===== src/rtl/pc_register.sv =====
// Program-counter byte pair (PCL/PCH) with optional 6502-style page-fixup cycle.
// Build macro: PC_PAGE_FIXUP_EN applies the PCH adjust in a separate FIXUP cycle.
//
// state | meaning
// IDLE  | normal operation; captures next-PC bytes on pcWrite_EN
// FIXUP | one-cycle PCH carry/borrow fixup, sequencer stalled (macro builds only)
module pc_register (
  input  logic       clock_IN,
  input  logic       resetN_IN,
  input  logic       pcWrite_EN,
  input  logic [7:0] pcLow_IN,
  input  logic       pcLowCarry_IN,
  input  logic       pcLowBorrow_IN,
  input  logic [7:0] pcHigh_IN,
  output logic [7:0] pcLow_OUT,
  output logic [7:0] pcHigh_OUT,
  output logic       fixup_OUT
);

  logic [7:0] pcl;
  logic [7:0] pch;
  logic [7:0] adj_ext;

  // Carry and borrow together cancel out; adjust is sign-extended to a byte.
  always_comb begin
    adj_ext = 8'h00;
    case ({pcLowCarry_IN, pcLowBorrow_IN})
      2'b10:   adj_ext = 8'h01;
      2'b01:   adj_ext = 8'hFF;
      default: adj_ext = 8'h00;
    endcase
  end

`ifdef PC_PAGE_FIXUP_EN
  typedef enum logic {IDLE, FIXUP} state_t;

  state_t     state;
  state_t     state_nxt;
  logic [7:0] adj_q;
  logic [7:0] adj_nxt;
  logic [7:0] pcl_nxt;
  logic [7:0] pch_nxt;

  always_comb begin
    state_nxt = state;
    adj_nxt   = adj_q;
    pcl_nxt   = pcl;
    pch_nxt   = pch;
    case (state)
      IDLE: begin
        if (pcWrite_EN) begin
          pcl_nxt = pcLow_IN;
          pch_nxt = pcHigh_IN;
          adj_nxt = adj_ext;
          if (adj_ext != 8'h00) state_nxt = FIXUP;
        end
      end
      FIXUP: begin
        // All inputs are ignored here; only the captured adjust matters.
        pch_nxt   = pch + adj_q;
        adj_nxt   = 8'h00;
        state_nxt = IDLE;
      end
      default: state_nxt = IDLE;
    endcase
  end

  always_ff @(posedge clock_IN or negedge resetN_IN) begin
    if (!resetN_IN) begin
      state <= IDLE;
      adj_q <= 8'h00;
      pcl   <= 8'h00;
      pch   <= 8'h00;
    end else begin
      state <= state_nxt;
      adj_q <= adj_nxt;
      pcl   <= pcl_nxt;
      pch   <= pch_nxt;
    end
  end

  assign fixup_OUT = (state == FIXUP);
`else
  always_ff @(posedge clock_IN or negedge resetN_IN) begin
    if (!resetN_IN) begin
      pcl <= 8'h00;
      pch <= 8'h00;
    end else if (pcWrite_EN) begin
      pcl <= pcLow_IN;
      pch <= pcHigh_IN + adj_ext;
    end
  end

  assign fixup_OUT = 1'b0;
`endif

  assign pcLow_OUT  = pcl;
  assign pcHigh_OUT = pch;

endmodule


===== config.mk =====
export PLATFORM = sky130hd
export DESIGN_NAME = pc_register
export DESIGN_NICKNAME = d
export VERILOG_FILES = /design/src/rtl/pc_register.sv
export SDC_FILE = /design/constraint.sdc
export NUM_CORES = 1
export LEC_CHECK = 0
export BUFFER_PORTS_ARGS = -buffer_cell sky130_fd_sc_hd__clkbuf_2
export CORE_ASPECT_RATIO = 1.25
export CORE_MARGIN = 10
export CORE_UTILIZATION = 43
export CTS_CLUSTER_SIZE = 14
export DETAILED_ROUTE_END_ITERATION = 8
export HOLD_SLACK_MARGIN = 0.1
export PLACE_DENSITY = 0.76
export SYNTH_ARGS = -nofsm -noshare
export SYNTH_HDL_FRONTEND = slang
export SYNTH_SLANG_ARGS = --single-unit

===== constraint.sdc =====
create_clock -name clock_IN -period 1.05 [get_ports clock_IN]
set_input_delay 0.0525 -clock clock_IN [delete_from_list [all_inputs] [get_ports clock_IN]]
set_output_delay 0.0525 -clock clock_IN [all_outputs]
set_load 0.005 [all_outputs]

Word-level counts from Yosys, hierarchy flattened
Index checks and enable logic that the tools add are counted.
{"block": "word_totals", "ff_bits": 16, "wordCells": 6, "inputBits": 21, "output_inout_bits": 17}
{"block": "op_classes", "n_eq_ne": 2, "muxes": 1, "add_sub_neg": 1}
{"operator": "$pmux 8 s2", "n": 1}
{"operator": "$add 8x8->8", "n": 1}
{"operator": "$eq 2x1->1 const B", "n": 1}
{"operator": "$eq 2x2->1 const B", "n": 1}

Logic depth before layout (Yosys ltp)
Gate-level depths: netlist of run 1.
{"block": "logic_depth", "ltp_word": 3, "ltp_mapped": 11, "ltp_nobuf": 10}

Worst setup path before layout of run 1
Ideal clock, no wire load.
{"block": "synth_path", "path_kind": "input port to flip-flop", "start": "input port pcLowCarry_IN", "end": "register pch[6] (netlist: pcHigh_OUT[6])", "required_time_ns": 0.929, "path_buffers": 2, "setup_slack_ns": -0.846, "path_stages": 11, "setup_ns": 0.121, "arrival_ns": 1.775, "path_cell_list": "inv_1 > ha_1 > buf_6 > buf_4 > xor2_1 > ha_1 > and3b_1 > o21ai_2 > nand2_1 > a311o_1 > o22a_1"}
{"block": "synth_via", "elab_chain_cells": 3, "word_cells_on_any_way": 4}
{"element": "from (decl)", "line": "12", "text": "input logic pcLowCarry_IN,"}
{"element": "$eq 2x1->1 or $eq 2x2->1 (tied branches)", "line": "27", "text": "case ({pcLowCarry_IN, pcLowBorrow_IN})"}
{"element": "$pmux 8 s2 (*)", "line": "27"}
{"element": "$add 8x8->8 (*)", "line": "90", "text": "pch <= pcHigh_IN + adj_ext;"}
{"element": "to (signal assigned)", "line": "90"}
{"element": "to (decl)", "line": "21", "text": "logic [7:0] pch;"}
Every way passes the cells marked *; elsewhere a longest branch is shown, timed or not.
A chain may end at the register's enable or synchronous reset.

Worst setup path in the final report of run 1
{"block": "layout_path", "start": "input port pcLowCarry_IN", "end": "register pch[3] (netlist: pcHigh_OUT[3])"}
The elaborated chain is that of the path after synthesis.

==> flow_metrics.tcl, run 1 <==
set metrics [dict create \
    die_w_um 64.3 \
    nets 194 \
    die-area_mm2 0.00485 \
    viasPerCell 5.08 \
    ys_warn_count 0 \
    crit_path_end_kind "flip-flop" \
    synth_edf_count 0 \
    layout-drive-gt1-share_pct 52.1 \
    drt_iter0_drc 72 \
    hpwl_mm 2.18 \
    overflow 0 \
    dr.pass1.iters 3 \
    crit_arrival_ps 1620 \
    ys_seq_elements 16 \
    power_w 0.00168 \
    synthTopCellsByCount "dfrtp_1 (16), mux2_2 (11), nor2_1 (8), inv_1 (6), nand2_1 (6)" \
    period_share_pct 139 \
    grt_usage_pct 11.9 \
    startpoint_type "input port" \
    synthMuxAreaShare_pct 12.7 \
    drc 0 \
    post-route-min-period_ps 1460 \
    synth_top_family_by_area "compound AO/OA/AOI/OAI gates" \
    skew_ps 0 \
    synthSimpleGateAreaFrac_pct 13.5 \
    core_area_mm2 0.00240 \
    final_cell_area_mm2 0.00166 \
    critPathMaxFanout 3 \
    rsz0062_at_grt "true" \
    p_leak_nw 0.780 \
    port_buffers 36 \
    cap_viol_max_count 0 \
    antennaDiodeCount 0 \
    place_congestion 0.853 \
    crit_required_ps 1210 \
    wl_per_cell_um 14.2 \
    placementRows 20 \
    setup_ws_ps -410 \
    vdd.ir_drop.worst_uv 1100 \
    die_h_um 75.4 \
    cts_made_buffers 3 \
    via_count 1015 \
    clock_latency_ps 270 \
    first_global_vias 1103 \
    cts-root-buf "clkbuf_4" \
    cts_sinks 16 \
    synth_cell_types 40 \
    synthFlopType "dfrtp_1" \
    fillCellCount 202 \
    synth_top_area_share_pct 37.9 \
    synth_nets 132 \
    failed_checks "setup timing" \
    power_density_mw_per_mm2 1010 \
    yosys.area_share.adder_pct 4.74 \
    min_path_type "in2reg" \
    grt_max_degree 22 \
    routed_wl_mm 2.84 \
    yosysSeqAreaShare_pct 37.9 \
    cts_buffer_depth 2 \
    place_area_mm2 0.00142 \
    synth_most_common_cell "dfrtp_1" \
    slew_violations 0 \
    utilization_pct 69.3 \
    antenna_found_initial 0 \
    path_clk_slew_ps 80 \
    async_reset_ff_share_pct 100 \
    antenna_left 0 \
    grt_pass1_wl_mm 4.77 \
    synth.area.top_cells "dfrtp_1 (38%), mux2_2 (12%), ha_1 (4.7%)" \
    area_delta_synth_final_pct 57.6 \
    worstSetupPathType "in2reg" \
    syn_inst 107 \
    status "complete, but fails checks" \
    hold_violations 0 \
    syn_avg_cell_area_um2 9.87 \
    synthXorXnorAreaFrac_pct 6.64 \
    pre_cts_ws_ps -797 \
    synth_top_cell_by_area "dfrtp_1" \
    num_io_pins 38 \
    synth_compound_area_share_pct 17.7 \
    cts_tree "yes" \
    start_util_pct 44.0 \
    clock.fmax_ghz 0.685 \
    htreeDepth 1 \
    netlist_area_mm2 0.00106 \
    finalSetupViolCount 5 \
]
[timing repair]
item / 4_1_cts / 5_1_grt
pin swaps: 9 / 8
buffers inserted: 3 / 0
endpoints found under the hold margin: 24 / 0
resized for setup: 13 / 4
hold buffers: 9 / 0
gates cloned: 0 / 0
setup endpoints to repair: 7 / 6
[sequential cells by signal, summed over array words and instances (netlist names)]
| name | cells |
|---|---|
| pcLow_OUT | 8 |
| pcHigh_OUT | 8 |
[area by class of cell]
class,count,area (um^2),area share [%]
repair buffers,64,462,27.7
flip-flops and latches,16,400,24.1
multi-input cells,78,701,42.1
well taps,33,41.3,2.48
inverters,6,37.5,2.26
clock buffers,3,22.5,1.35
[routing by layer]
| layer | vias to the layer above | track usage [%] | wire length, um |
|---|---|---|---|
| met4 | 0 | 4.76 | 16 |
| met2 | 17 | 22.4 | 1570 |
| li1 | 503 | - | - |
| met5 | - | 0 | 0 |
| met1 | 493 | 12.5 | 1110 |
| met3 | 2 | 2.94 | 139 |
[power by group]
part | leakage (nW) | internal (W) | switching [W]
Combinational | 0.580 | 0.000359 | 0.000280
Clock | 0.0138 | 0.000132 | 0.000163
Sequential | 0.186 | 0.000703 | 0.0000460
[cell families (layout without fill, tap and decap cells)]
group | count (synthesis) | after routing
other cells | 1 | 1
flops | 16 | 16
xor+xnor | 8 | 8
mux | 12 | 12
simple gates | 28 | 28
buf+inv | 13 | 73
fa+ha+maj | 4 | 4
compound gates | 25 | 25
[placed cells by master, fill, tap and decap left out, drive strengths merged, types with 2 or more instances in the layout]
| master | Yosys | layout |
|---|---|---|
| clkbuf | 2 | 39 |
| buf | 5 | 19 |
| dfrtp | 16 | 16 |
| mux2 | 11 | 11 |
| dlygate4sd3 | 0 | 9 |
| nor2 | 8 | 8 |
| nand2 | 6 | 6 |
| inv | 6 | 6 |
| xnor2 | 5 | 5 |
| ha | 4 | 4 |
| nand3 | 4 | 4 |
| a21oi | 4 | 4 |
| nand2b | 3 | 3 |
| a31oi | 3 | 3 |
| o21ai | 3 | 3 |
| xor2 | 3 | 3 |
| a21o | 3 | 3 |
| and3 | 2 | 2 |
| o31ai | 2 | 2 |
[worst paths after layout]
path                       slack (ps)  cells past startpoint       endpoint          start
min in group asynchronous         220                      2   pcLow_OUT[5]      resetN_IN
min reg2reg                       510                      1  pcHigh_OUT[0]  pcHigh_OUT[0]
min                               150                      4  pcHigh_OUT[7]   pcHigh_IN[7]
max reg2reg                       140                      3  pcHigh_OUT[5]  pcHigh_OUT[5]
max                              -410                     11  pcHigh_OUT[3]  pcLowCarry_IN
max in group asynchronous         550                      2  pcHigh_OUT[0]      resetN_IN
[metrics by stage]
step	std cells	hold slack [ps]	TNS, ps
2_1_floorplan	107	-243	-2210
3_3_place_gp	185	-9.87	-4160
3_5_place_dp	185	-9.89	-4380
4_1_cts	200	135	-1780
5_1_grt	200	144	-2030
6_report	200	146	-1740
[critical path, cell delays in order]
cell and delay, ps:
clkbuf_16 120, inv_12 30, ha_4 260, inv_4 30, ha_4 160, buf_6 120, a21oi_4 130, nand2b_1 100
a32oi_2 240, xnor2_1 110, mux2_4 260
Power figures use the tool's default switching activity.
==> run 2: changes to the inputs <==
- ABC_AREA: default -> 1
- TNS_END_PERCENT: default -> 5
==> run 2 against run 1 <==
Compared with the run above:
- the flow still finishes with violations (setup timing)
- register-to-register slack better by 250 ps
- power is 1.1% lower
- design area is 5.6% lower
- sequential power is 3.1% lower
- critical path type unchanged
- maximum frequency is 34% higher
- clock skew stayed put
- worst hold slack worse by 30 ps
- via count is 12% higher
- die area hardly changed
- critical path depth is 1 higher
- utilization is 3.9 points lower
==> flow_metrics.tcl, run 2 <==
set metrics [dict create \
    status "complete, but fails checks" \
    failed_checks "setup timing" \
    synth_top_area_share_pct 37.9 \
    synthMuxAreaShare_pct 0 \
    port_buffers 36 \
    ys_seq_elements 16 \
    netlist_area_mm2 0.00106 \
    crit_path_frequent_cell "ha_4" \
    path_clk_slew_ps 100 \
    rsz0062_at_grt "true" \
    grt_usage_pct 11.8 \
    slew_violations 0 \
    min_from "pcHigh_IN[0]" \
    area_delta_synth_final_pct 48.6 \
    final_cell_mix "nand2_1 (75), clkbuf_2 (35), dfrtp_1 (16)" \
    synthFlopType "dfrtp_1" \
    drt_iter0_drc 31 \
    start_util_pct 44.0 \
    grt_pass1_wl_mm 4.73 \
    period_share_pct 104 \
    first_global_vias 1171 \
    die_w_um 64.4 \
    vdd.ir_drop.worst_uv 1140 \
    hpwl_mm 2.14 \
    synthTopCellsByCount "nand2_1 (77), inv_1 (18), dfrtp_1 (16), nand3_1 (11), nor2_1 (6)" \
    cts-root-buf "clkbuf_4" \
    synthSimpleGateAreaFrac_pct 41.2 \
    cts_setup_buffers 0 \
    min_path_type "in2reg" \
    critical-path-top-delay-family "adder cells" \
    crit_arrival_ps 1320 \
    core_area_mm2 0.00240 \
    synth_nets 182 \
    finalSetupViolCount 1 \
    cap_viol_max_count 0 \
    synthXorXnorAreaFrac_pct 0.828 \
    utilization_pct 65.4 \
    place_area_mm2 0.00141 \
    crit_chain "clkbuf_16 > inv_12 > ha_4 > inv_2 > ha_4 > ha_4 > o21bai_4 > nand2_2 > o21ai_2 > nand2_1 > nand3_2 > nand2_1" \
    min_delay_path_depth 4 \
    holdWs_ps 116 \
    wl_per_cell_um 11.8 \
    setup_ws_ps -37.1 \
    skew_ps 0 \
    viasPerCell 4.66 \
    p_leak_nw 0.889 \
    num_io_pins 38 \
    die-area_mm2 0.00485 \
    cts_buffer_depth 2 \
    syn_inst 157 \
    layout-drive-gt1-share_pct 36.0 \
    drc 0 \
    yosys.area_share.adder_pct 4.73 \
    hold_violations 0 \
    clock_latency_ps 280 \
    antenna_left 0 \
    cts_tree "yes" \
    synth_most_common_cell "nand2_1" \
    syn_avg_cell_area_um2 6.73 \
    synth.area.top_cells "dfrtp_1 (38%), nand2_1 (27%), inv_1 (6.4%)" \
    place_congestion 0.850 \
    synth_top_family_by_area "simple AND/OR/NAND/NOR gates" \
    layout.cells.non_filler 244 \
    synth_compound_area_share_pct 5.21 \
    startpoint "pcLowCarry_IN" \
    clock.fmax_ghz 0.920 \
    synth_cell_types 25 \
    pre_cts_ws_ps -393 \
    async_reset_ff_share_pct 100 \
    yosysSeqAreaShare_pct 37.9 \
    layout_commonest_cell "nand2_1" \
    overflow 0 \
    grt_max_degree 17 \
    cts_sinks 16 \
    nets 237 \
    synth_edf_count 0 \
    startpoint_type "input port" \
    antenna_found_initial 0 \
    critPathMaxFanout 3 \
    htreeDepth 1 \
    reg2regPathDepth 2 \
    dr.pass1.iters 5 \
    placementRows 20 \
    crit_buf_inv 3 \
    r2r-start "pcLow_OUT[6]" \
    crit_path_top_delay_cell "ha_4" \
    die_h_um 75.4 \
    via_count 1138 \
    antennaDiodeCount 0 \
    crit_path_end_kind "flip-flop" \
    crit_required_ps 1290 \
    synth_top_cell_by_area "dfrtp_1" \
    post-route-min-period_ps 1090 \
    dp.cells 231 \
    final_cell_area_mm2 0.00157 \
    cts_made_buffers 3 \
    routed_wl_mm 2.88 \
    power_density_mw_per_mm2 1060 \
    ys_warn_count 0 \
    critPathMaxStageDelay_ps 250 \
    crit_cells 12 \
    worstSetupPathType "in2reg" \
]
run 2: changes by cell type in the layout (fill, tap and decap cells not counted), moves of 4 or more:
| cell | before | now |
|---|---|---|
| xnor2_1 | 5 | 1 |
| mux2_2 | 9 | 0 |
| nand2_2 | 0 | 5 |
| nor2_2 | 0 | 4 |
| inv_1 | 4 | 13 |
| inv_2 | 0 | 5 |
| buf_4 | 16 | 9 |
| nand2_1 | 6 | 75 |
| nand3_1 | 3 | 9 |
run 2: repair_timing:
item,CTS,global route
hold buffers,9,0
gates resized for setup,4,6
endpoints found under the hold margin,24,0
pin swaps,4,4
endpoints found under the setup margin,6,5
run 2: final timing paths:
kind | end | slack [ps]
min | pcHigh_OUT[0] | 120
min reg2reg | pcLow_OUT[0] | 480
max reg2reg | pcLow_OUT[6] | 390
max | pcHigh_OUT[4] | -40
min in group asynchronous | pcLow_OUT[5] | 200
max in group asynchronous | pcLow_OUT[0] | 560
run 2: cell type report:
cell class                 count  area (um^2)
sequential                    16          400
fill                         234          831
clock buffer                   4         36.3
inverter                      19         83.8
timing repair buffer          55          378
tap                           33         41.3
multi-input combinational    117          632
run 2: where the power goes:
part	internal, W	leakage [nW]	total [W]	switching [W]
sequential	0.000687	0.194	0.000726	0.0000396
combinational	0.000253	0.674	0.000531	0.000278
clock	0.000211	0.0210	0.000407	0.000196
run 2: per-layer routing:
| layer | wire [um] | up-vias | GRT usage (%) |
|---|---|---|---|
| met4 | 0 | 0 | 2.86 |
| met3 | 96 | 0 | 3.09 |
| met5 | 0 | - | 0 |
| met2 | 1750 | 20 | 24.8 |
| met1 | 1030 | 538 | 10.9 |
| li1 | - | 580 | - |
run 2: stage by stage:
| stage | total power [W] | setup TNS, ps |
|---|---|---|
| after floorplan | 0.00100 | -497 |
| final | 0.00166 | -37.1 |
| after global routing | 0.00178 | -218 |
| after global placement | 0.00121 | -2090 |
| after CTS | 0.00167 | 0 |
| after detailed placement | 0.00123 | -2280 |
run 2: worst register-to-register path, stage by stage (launching register included):
cell	delay, ps
dfrtp_1	400
nand2_1	90
nand2_1	70
run 2: cells by family (layout without fill, tap and decap cells):
logic type / count (synthesis) / in the layout
and+or+nand+nor: 104 / 104
DFF: 16 / 16
AOI/OAI and AO/OA: 7 / 7
buffers and inverters: 24 / 78
other: 1 / 1
adders and majority gates: 4 / 4
xor gates and xnor gates: 1 / 1
==> run 3: changes to the inputs <==
- BUFFER_PORTS_ARGS: -buffer_cell sky130_fd_sc_hd__clkbuf_2 -> default
- DONT_BUFFER_PORTS: default -> 1
- PLACE_DENSITY: 0.76 -> 0.65
- clock period: 1.05 -> 0.91 ns (I/O delays scaled with it)
==> run 3 against run 2 <==
Compared with the run above:
- critical path depth is 2 lower
- non-clock buffer count is 33 lower
- critical endpoint is now pcHigh_OUT[6]
- largest power group unchanged
- die area stayed put
- utilization is 7.8 points lower
- flip-flop and latch count stayed put
- power is 5.9% higher
- largest cell class unchanged
- cell count is 14% lower
- the run ends with hold timing, setup timing left
==> flow_metrics.tcl, run 3 (synthesized netlist as in run 2, its figures left out) <==
set metrics [dict create \
    viasPerCell 4.69 \
    critical-path-top-delay-family "adder cells" \
    crit_required_ps 1090 \
    antenna_left 0 \
    tightest_slew_ps 697 \
    cts_buffer_depth 2 \
    layout-drive-gt1-share_pct 22.5 \
    crit_path_end_kind "flip-flop" \
    power_density_mw_per_mm2 1270 \
    startpoint_type "input port" \
    clock_latency_ps 280 \
    core_area_mm2 0.00240 \
    crit_path_top_delay_cell "ha_4" \
    cts_tree "yes" \
    failed_checks "hold timing, setup timing" \
    wl_per_cell_um 12.1 \
    p_leak_nw 0.731 \
    drt_iter0_drc 19 \
    nets 204 \
    via_count 989 \
    worstSetupPathType "in2reg" \
    antenna_found_initial 0 \
    overflow 0 \
    slew_violations 0 \
    hold_buffers 9 \
    tns_ps -20.9 \
    dr.pass1.iters 4 \
    fillCellCount 251 \
    cts_setup_buffers 0 \
    place_congestion 0.824 \
    area_delta_synth_final_pct 31.0 \
    hpwl_mm 2.09 \
    setup_ws_ps -20.9 \
    cts_sinks 16 \
    vdd.ir_drop.worst_uv 1110 \
    clock.fmax_ghz 1.07 \
    cts_made_buffers 3 \
    crit_arrival_ps 1110 \
    status "complete, but fails checks" \
    hold_violations 9 \
    first_global_vias 1020 \
    critPathMaxFanout 3 \
    skew_ps 0 \
    slew_headroom_pct 53.4 \
    critPathMaxStageDelay_ps 240 \
    grt_pass1_wl_mm 4.22 \
    num_io_pins 38 \
    cap_viol_max_count 0 \
    routed_wl_mm 2.55 \
    rsz0062_at_grt "true" \
    layout_commonest_cell "nand2_1" \
    period_share_pct 102 \
    crit_path_frequent_cell "ha_4" \
    port_buffers 0 \
    placementRows 20 \
    die_w_um 64.4 \
    htreeDepth 1 \
    grt_max_degree 18 \
    min_path_type "in2reg" \
    holdWs_ps -118 \
    antennaDiodeCount 0 \
    die_h_um 75.4 \
    crit_buf_inv 2 \
    drc 0 \
    post-route-min-period_ps 931 \
    final_cell_mix "nand2_1 (75), dfrtp_1 (16), inv_1 (14)" \
    path_clk_slew_ps 90 \
    ff_latch_area_um2 400 \
    die-area_mm2 0.00485 \
    multi_input_area_um2 623 \
    cts-root-buf "clkbuf_4" \
    start_util_pct 44.0 \
    grt_usage_pct 10.6 \
    crit_chain "inv_12 > ha_4 > inv_2 > ha_4 > ha_4 > o21bai_4 > nand3_2 > nand3b_1 > nand3_1 > nand2_1" \
    finalSetupViolCount 1 \
]
## run 3: path summary, 6_finish.rpt
check	start	cells past startpoint	endpoint	slack (ps)
worst max-delay path	pcLowCarry_IN	10	pcHigh_OUT[6]	-20
worst min-delay path	pcWrite_EN	2	pcHigh_OUT[1]	-120
worst max register to register	pcLow_OUT[3]	2	pcLow_OUT[3]	240
worst min register to register	pcHigh_OUT[7]	2	pcHigh_OUT[7]	520
max in group asynchronous	resetN_IN	1	pcHigh_OUT[0]	230
min in group asynchronous	resetN_IN	1	pcLow_OUT[1]	240
## run 3: metrics by stage
| stage | power, W | worst slack [ps] | cells | instance area, um^2 | utilization, % |
|---|---|---|---|---|---|
| after floorplan | 0.00116 | -268 | 157 | 1130 | - |
| after global placement | 0.00126 | -295 | 198 | 1250 | 52.2 |
| after detailed placement | 0.00128 | -339 | 198 | 1250 | 52.2 |
| after CTS | 0.00178 | -20.0 | 211 | 1380 | 57.4 |
| after global routing | 0.00188 | -76.4 | 211 | 1390 | 57.7 |
| final | 0.00176 | -20.9 | 211 | 1390 | 57.7 |
## run 3: routing by layer
metal	track usage, %	wire length [um]	vias up
met2	21.7	1410	25
met5	0	0	-
met4	0	0	0
li1	-	-	513
met1	9.36	914	451
met3	5.59	230	0
## run 3: report_power, final
part           total, W  switching, W  internal [W]
Combinational  0.000436      0.000224      0.000212
Sequential     0.000864     0.0000713      0.000793
Clock          0.000462      0.000218      0.000243
Total           0.00176      0.000513       0.00125
## run 3: what timing repair did
action                                  4_1_cts  5_1_grt
pin swaps                                     6        1
endpoints found under the setup margin        2        4
resized for setup                             1        2
endpoints found under the hold margin        32        9
## run 3: layout make-up
class                           instances  share of cell area [%]
Clock buffer                            4                    2.62
Tap cell                               33                    2.98
Inverter                               19                    6.05
Timing Repair Buffer                   22                    14.5
Multi-Input combinational cell        117                    45.0
Sequential cell                        16                    28.9
